==> src/rtl/lock_monitor_pkg.sv <==
// Shared constants for the MMCM lock monitor: state encodings, default parameters
// and the hold-counter width helper.
package lock_monitor_pkg;

    localparam int DEF_NUM_MMCMS   = 3;
    localparam int DEF_SYNC_STAGES = 2;
    localparam int DEF_HOLD_CYCLES = 1024;
    localparam int DEF_CNT_WIDTH   = 16;

    typedef enum logic [1:0] {
        ST_UNLOCKED = 2'd0,
        ST_QUALIFY  = 2'd1,
        ST_LOCKED   = 2'd2
    } lock_state_t;

    // Hold counter only ever reaches HOLD_CYCLES-1, so clog2 bits suffice (min 1).
    function automatic int hold_cnt_width(input int hold_cycles);
        return (hold_cycles > 1) ? $clog2(hold_cycles) : 1;
    endfunction

endpackage

==> src/rtl/lock_monitor_sync_ff.sv <==
// Single-bit multi-flop synchronizer for an asynchronous LOCKED pin.
module sync_ff #(
    parameter int STAGES = 2
) (
    input  logic clock_i,
    input  logic reset_i,
    input  logic d,
    output logic q
);

    logic [STAGES-1:0] chain;

    always_ff @(posedge clock_i) begin
        if (reset_i) begin
            chain <= '0;
        end else begin
            chain <= {chain[STAGES-2:0], d};
        end
    end

    assign q = chain[STAGES-1];

endmodule

==> src/rtl/lock_monitor.sv <==
// Qualifies the LOCKED pins of several MMCMs into one lock signal and records unlock history.
//
// state       | meaning
// ------------+------------------------------------------------------------
// ST_UNLOCKED | at least one synced LOCKED pin low; waiting for all high
// ST_QUALIFY  | all pins high; counting HOLD_CYCLES consecutive cycles
// ST_LOCKED   | qualified lock; any low pin is an unlock event
module lock_monitor
    import lock_monitor_pkg::*;
#(
    parameter int NUM_MMCMS   = DEF_NUM_MMCMS,
    parameter int SYNC_STAGES = DEF_SYNC_STAGES,
    parameter int HOLD_CYCLES = DEF_HOLD_CYCLES,
    parameter int CNT_WIDTH   = DEF_CNT_WIDTH
) (
    input  logic                 clock_i,
    input  logic                 reset_i,
    input  logic [NUM_MMCMS-1:0] mmcm_locked_i,
    input  logic                 clear_i,
    output logic                 mmcms_locked_o,
    output logic                 lost_lock_o,
    output logic [CNT_WIDTH-1:0] unlock_cnt_o,
    output logic [NUM_MMCMS-1:0] unlock_mask_o
);

    localparam int                 HOLD_W    = hold_cnt_width(HOLD_CYCLES);
    localparam logic [HOLD_W-1:0]  HOLD_LAST = HOLD_W'(HOLD_CYCLES - 1);
    localparam logic [CNT_WIDTH-1:0] CNT_MAX = '1;

    lock_state_t           state;
    lock_state_t           state_nxt;
    logic [NUM_MMCMS-1:0]  locked_sync;
    logic                  all_locked;
    logic [HOLD_W-1:0]     hold_cnt;
    logic                  unlock_event;

    for (genvar g = 0; g < NUM_MMCMS; g++) begin : g_sync
        sync_ff #(.STAGES(SYNC_STAGES)) u_sync (
            .clock_i (clock_i),
            .reset_i (reset_i),
            .d       (mmcm_locked_i[g]),
            .q       (locked_sync[g])
        );
    end

    assign all_locked = &locked_sync;

    always_ff @(posedge clock_i) begin
        if (reset_i) begin
            state <= ST_UNLOCKED;
        end else begin
            state <= state_nxt;
        end
    end

    always_comb begin
        state_nxt = state;
        case (state)
            ST_UNLOCKED: if (all_locked) state_nxt = ST_QUALIFY;
            ST_QUALIFY: begin
                if (!all_locked) begin
                    state_nxt = ST_UNLOCKED;
                end else if (hold_cnt == HOLD_LAST) begin
                    state_nxt = ST_LOCKED;
                end
            end
            ST_LOCKED:   if (!all_locked) state_nxt = ST_UNLOCKED;
            default:     state_nxt = ST_UNLOCKED;
        endcase
    end

    always_comb begin
        mmcms_locked_o = (state == ST_LOCKED);
        unlock_event   = (state == ST_LOCKED) && !all_locked;
    end

    // Held at zero outside QUALIFY, so every qualification attempt starts from 0.
    always_ff @(posedge clock_i) begin
        if (reset_i || state != ST_QUALIFY) begin
            hold_cnt <= '0;
        end else if (all_locked && hold_cnt != HOLD_LAST) begin
            hold_cnt <= hold_cnt + HOLD_W'(1);
        end
    end

    // An unlock event on the same edge as clear wins: history restarts with that event.
    always_ff @(posedge clock_i) begin
        if (reset_i) begin
            unlock_cnt_o  <= '0;
            lost_lock_o   <= 1'b0;
            unlock_mask_o <= '0;
        end else if (unlock_event) begin
            lost_lock_o <= 1'b1;
            if (clear_i) begin
                unlock_cnt_o  <= CNT_WIDTH'(1);
                unlock_mask_o <= ~locked_sync;
            end else begin
                if (unlock_cnt_o != CNT_MAX) begin
                    unlock_cnt_o <= unlock_cnt_o + CNT_WIDTH'(1);
                end
                unlock_mask_o <= unlock_mask_o | ~locked_sync;
            end
        end else if (clear_i) begin
            unlock_cnt_o  <= '0;
            lost_lock_o   <= 1'b0;
            unlock_mask_o <= '0;
        end
    end

endmodule

==> config.mk <==
export PLATFORM = sky130hd
export DESIGN_NAME = lock_monitor
export DESIGN_NICKNAME = d
export VERILOG_FILES = /design/src/rtl/lock_monitor_pkg.sv /design/src/rtl/lock_monitor_sync_ff.sv /design/src/rtl/lock_monitor.sv
export SDC_FILE = /design/constraint.sdc
export NUM_CORES = 1
export LEC_CHECK = 0
export CORE_ASPECT_RATIO = 1.25
export CORE_MARGIN = 4
export CORE_UTILIZATION = 48
export CTS_CLUSTER_SIZE = 28
export DETAILED_ROUTE_END_ITERATION = 7
export PLACE_DENSITY = 0.76
export REMOVE_ABC_BUFFERS = 1
export SKIP_LAST_GASP = 1
export SLEW_MARGIN = 20
export SYNTH_ARGS = -nofsm -noshare
export SYNTH_HDL_FRONTEND = slang
export SYNTH_SLANG_ARGS = --single-unit
==> constraint.sdc <==
create_clock -name clock_i -period 1.8 [get_ports clock_i]
set_input_delay 0.36 -clock clock_i [delete_from_list [all_inputs] [get_ports clock_i]]
set_output_delay 0.36 -clock clock_i [all_outputs]
set_load 0.03 [all_outputs]
== Word-level counts from Yosys, hierarchy flattened ==
Index checks and enable logic that the tools add are counted.
Storage, ports and cells
  word-level logic and storage cells: 45
  output and inout port bits: 21
  register bits after elaboration: 38
Cells by class
  equality and inequality tests: 9
  add/sub/neg operators: 2
  muxes and demuxes: 14
  reductions and logical operators: 10
  bitwise gates (word level): 2
Operators by type and width (count)
  $mux 16: 4
  $add 16x1->16 const B: 1
  $ne 16x16->1 const B: 1
  $add 10x1->10 const B: 1
  $eq 10x10->1 const B: 1
  $ne 10x10->1 const B: 1
  $mux 3: 3
  $mux 2: 4
  $pmux 2 s3: 1
  $reduce_and 3->1: 2
  $ne 2x2->1 const B: 2
  $reduce_bool 2->1: 2
  $ne 3x3->1 const B: 1
  $not 3->3: 1
  $or 3x3->3: 1
  $eq 2x1->1 const B: 1
  $eq 2x2->1 const B: 1
  $logic_and 1x1->1: 2
  $logic_not 2->1: 1
  $mux 1: 2
  $ne 2x1->1 const B: 1
  $reduce_and 2->1: 1
  $logic_not 1->1: 1
  $logic_or 1x1->1: 1

== Logic depth before layout (Yosys ltp) ==
  depth in word-level cells: 5
  gate-level depth with buffers: 6
  mapped depth without buffers: 5

== Hierarchy ==
From an unflattened synthesis, not the netlist that was laid out.
Unflattened totals
  cells, all modules: 184
  area, all modules: 1686.6 sq um
Modules (own cells, without submodules)
  lock_monitor: cells each 172, seq. area each 640.6 sq um, area each 1529.0 sq um, instances 1
  sync_ff: cells each 4, seq. area each 40.0 sq um, area each 52.6 sq um, instances 3

== Worst setup path after synthesis ==
OpenSTA, ideal clock, no wires.
  path type: flip-flop to flip-flop
  start point: reg unlock_cnt_o[0]
  end point: reg unlock_cnt_o[2]
  path buffers: 1
  library setup time: 74 ps
  arrival time: 2090 ps
  stages on the path, launching flop included: 7
  setup slack: -364 ps
  cells stage by stage: dfxtp_1 -> ha_1 -> nand4_2 -> or4_1 -> buf_6 -> a21o_4 -> a31oi_2
On the way
  word-level cells in the longest chain between the ends: 4
RTL lines
  from (decl): RTL line lock_monitor.sv:22  | output logic [CNT_WIDTH-1:0] unlock_cnt_o,
  from (signal assigned): RTL line lock_monitor.sv:99  | unlock_cnt_o <= unlock_cnt_o + CNT_WIDTH'(1);
  $add 16x1->16: RTL line lock_monitor.sv:99
  $mux 16: RTL line lock_monitor.sv:98  | if (unlock_cnt_o != CNT_MAX) begin
  $mux 16: RTL line lock_monitor.sv:94  | if (clear_i) begin
  $mux 16: RTL line lock_monitor.sv:92  | end else if (unlock_event) begin
Several ways; a longest one is shown, not always the timed one. The select of a mux whose other input is x is not followed.
A chain may end at the register's enable or synchronous reset.

== Final worst setup path ==
  start point: reg unlock_cnt_o[1]
  end point: reg unlock_cnt_o[13]
Same word-level chain as after synthesis.

==> results by group <==
Synthesis
  • Synthesized area per cell: 8.69 µm²
  • Top-count cell post-synth: dfxtp_1
  • Synthesized instance count: 210
  • Cell taking the most area after synthesis: dfxtp_1
  • Synth cell count leaders: 38 x dfxtp_1, 17 x nor2_1, 15 x nand3_1
  • Part of the Yosys area used for sequential elements: 0.417
  • Yosys cell types: 49
  • Top-area cell type share of the netlist area: 0.417
  • Main synth FF type: dfxtp_1
  • Synthesis warning total: 0
  • Post-Syn Area: 0.00182 mm²
  • Post-synthesis register bit count: 38
  • Number of synthesized flops with an enable pin: 0
  • Asr flop ratio synth: 0
  • Top cells by area, synth: dfxtp_1 42%, nand3_1 4.1%, a21oi_1 3.8%

Routing
  • Total wire length: 4.90 mm
  • Post-route ant nets: 0
  • DR vias: 1883
  • DRT Pass-1 Iters: 4
  • DRT iter0 DRCs: 99
  • DRC viols: 0
  • Drt wl/cell: 15.7 µm
  • Vias/cell: 6.02

Critical path
  • CP arrival: 1.95 ns
  • CP max stage cell: or4_4
  • WS Path Type: flip-flop to flip-flop
  • Critical path data required time: 2.02 ns
  • Crit path capture type: flip-flop
  • Crit Path Max Fanout: 8
  • Critical path's largest stage delay: 0.63 ns
  • Startpoint types: flip-flop
  • Critical Path, Cell by Cell: ha_4, nand4_4, or4_4, a21o_4, o211ai_2

Finish
  • Final Util: 0.715
  • # fillers: 279
  • Fraction of layout cells with a size suffix above 1: 0.241
  • Area growth, synth to finish: 40.0%
  • Post-route cell area: 0.00255 mm²
  • Register area: 763 µm²
  • Multi-input gate area: 0.00106 mm²
  • Final #Nets: 281
  • ANT cells: 0

STA
  • Least-Margin Pin Slew: 0.458 ns
  • Clk_skew: 0.00366 ns
  • Min cycle time layout: 1.73 ns
  • Max Fclk: 578 MHz
  • Hold Vio Cnt, Final: 0
  • RSZ-0062 raised after global routing: no
  • Final Setup Violations: 0
  • Slew margin rel.: 0.692
  • Pins over their slew limit: 0
  • Final hold slack: 0.444 ns
  • Period utilization: 0.961

Clock tree
  • CTS tree: built
  • H-tree Lvls: 2
  • Clk buf depth: 2
  • Setup Buffers After CTS: 0
  • Worst-Skew Late Latency: 0.29 ns
  • Hold buffers post-CTS: 0
  • # clock sinks: 38
  • Root buffer cell: clkbuf_8
  • Clock slew at reported path FFs: 0.08 ns
  • Total CTS buffers: 5

Global route
  • Largest net degree at the start of global routing: 19
  • Grt ovf: 0
  • Initial antenna violation count: 0
  • Vias in the first global route: 1751
  • Global-route wire length before repair: 8.00 mm
  • Overall Global Routing Usage: 0.204

Power
  • Maximum vdd drop: 482 µV
  • PwrDens: 641 mW/mm²
  • Leak: 1.11 nW

Place
  • Final HPWL DP: 3.46 mm
  • GP Congestion: 0.929
  • Placement Cell Area: 0.00237 mm²
  • Input/output buffers: 26

Floorplanning
  • Die Height: 76.9 µm
  • Die Area: 0.00486 mm²
  • IO Count: 27
  • Starting Density: 0.511
  • Die X: 63.1 µm
  • Site Rows: 24
  • CORE AREA: 0.00357 mm²

Run
  • Max-cap viol count: 0

Status
  • Status: finished, final reports clean

Worst hold path
  • Worst Hold Class: flip-flop to flip-flop
## critical path: cells and delay by family, from the launching register on
family                     cells  cell delay [ns]
AOI/OAI and AO/OA              2             0.44
DFF                            1             0.36
and+or+nand+nor                2             0.71
adders and majority gates      1             0.15
## layer usage
layer / vias to the layer above / wire length, µm / track usage
met5: - / 0 / 0
met4: 0 / 163 / 0.106
met3: 20 / 300 / 0.0409
li1: 928 / - / -
met2: 73 / 2380 / 0.324
met1: 862 / 2050 / 0.258
## layout make-up
cell class,instances,area share
multi-input cells,156,0.415
clock buffers,5,0.0269
well taps,39,0.0191
flip-flops and latches,38,0.299
repair buffers,65,0.212
inverters,7,0.0103
clock inverters,3,0.0176
## state kept, by name, indices dropped and copies added (netlist names)
name / flops
g_sync.u_sync.chain: 6
hold_cnt: 10
lost_lock_o: 1
state: 2
unlock_cnt_o: 16
unlock_mask_o: 3
## cells by family after synthesis
| logic type | Yosys count | share of synthesized area |
|---|---|---|
| fa+ha+maj | 2 | 0.0137 |
| simple gates | 97 | 0.291 |
| compound gates | 53 | 0.220 |
| flops | 38 | 0.417 |
| xor+xnor | 4 | 0.0192 |
| buf+inv | 16 | 0.0384 |
## where the power goes
| group | switching (W) | internal [W] | leakage, nW |
|---|---|---|---|
| clock | 0.000322 | 0.000412 | 0.0504 |
| sequential | 0.00000230 | 0.000846 | 0.308 |
| combinational | 0.0000276 | 0.0000270 | 0.748 |
| total | 0.000352 | 0.00128 | 1.11 |
## what timing repair did
action	in CTS	in global routing
pin swaps	0	5
gates cloned	0	1
resized for setup	16	14
setup endpoints to repair	25	16
## worst paths after layout
check,start,endpoint,slack (ns),cells past startpoint
setup / recovery,unlock_cnt_o[1],unlock_cnt_o[13],0.07,5
hold / removal,g_sync[1].u_sync.chain[0],g_sync[1].u_sync.chain[1],0.44,1
setup reg to reg,unlock_cnt_o[1],unlock_cnt_o[13],0.07,5
hold reg to reg,g_sync[1].u_sync.chain[0],g_sync[1].u_sync.chain[1],0.44,1
## through the flow
step | setup TNS [ns] | instances | worst slack [ns] | total power [W]
final | 0 | 313 | 0.0708 | 0.00164
after global routing | 0 | 313 | 0.00428 | 0.00169
after CTS | -0.000549 | 312 | -0.000549 | 0.00165
after detailed placement | -5.30 | 304 | -0.397 | 0.000920
after global placement | -5.10 | 304 | -0.379 | 0.000919
after floorplan | -4.82 | 201 | -0.412 | 0.000886
## cell usage in the layout (no fill, tap or decap), types with 4 or more instances in the layout
master,Yosys,final
a21oi_1,14,14
and3_1,8,8
buf_4,0,39
clkbuf_8,0,5
clkdlybuf4s50_1,0,8
dfxtp_1,38,36
dlygate4sd2_1,0,13
dlymetal6s2s_1,0,4
inv_1,7,7
nand2_1,11,11
nand3_1,15,15
nand4_1,6,6
nor2_1,17,17
nor2b_1,6,6
nor3_1,9,8
nor4_1,7,6
o21ai_0,5,5
No activity file was read; power rests on OpenSTA's default activity.
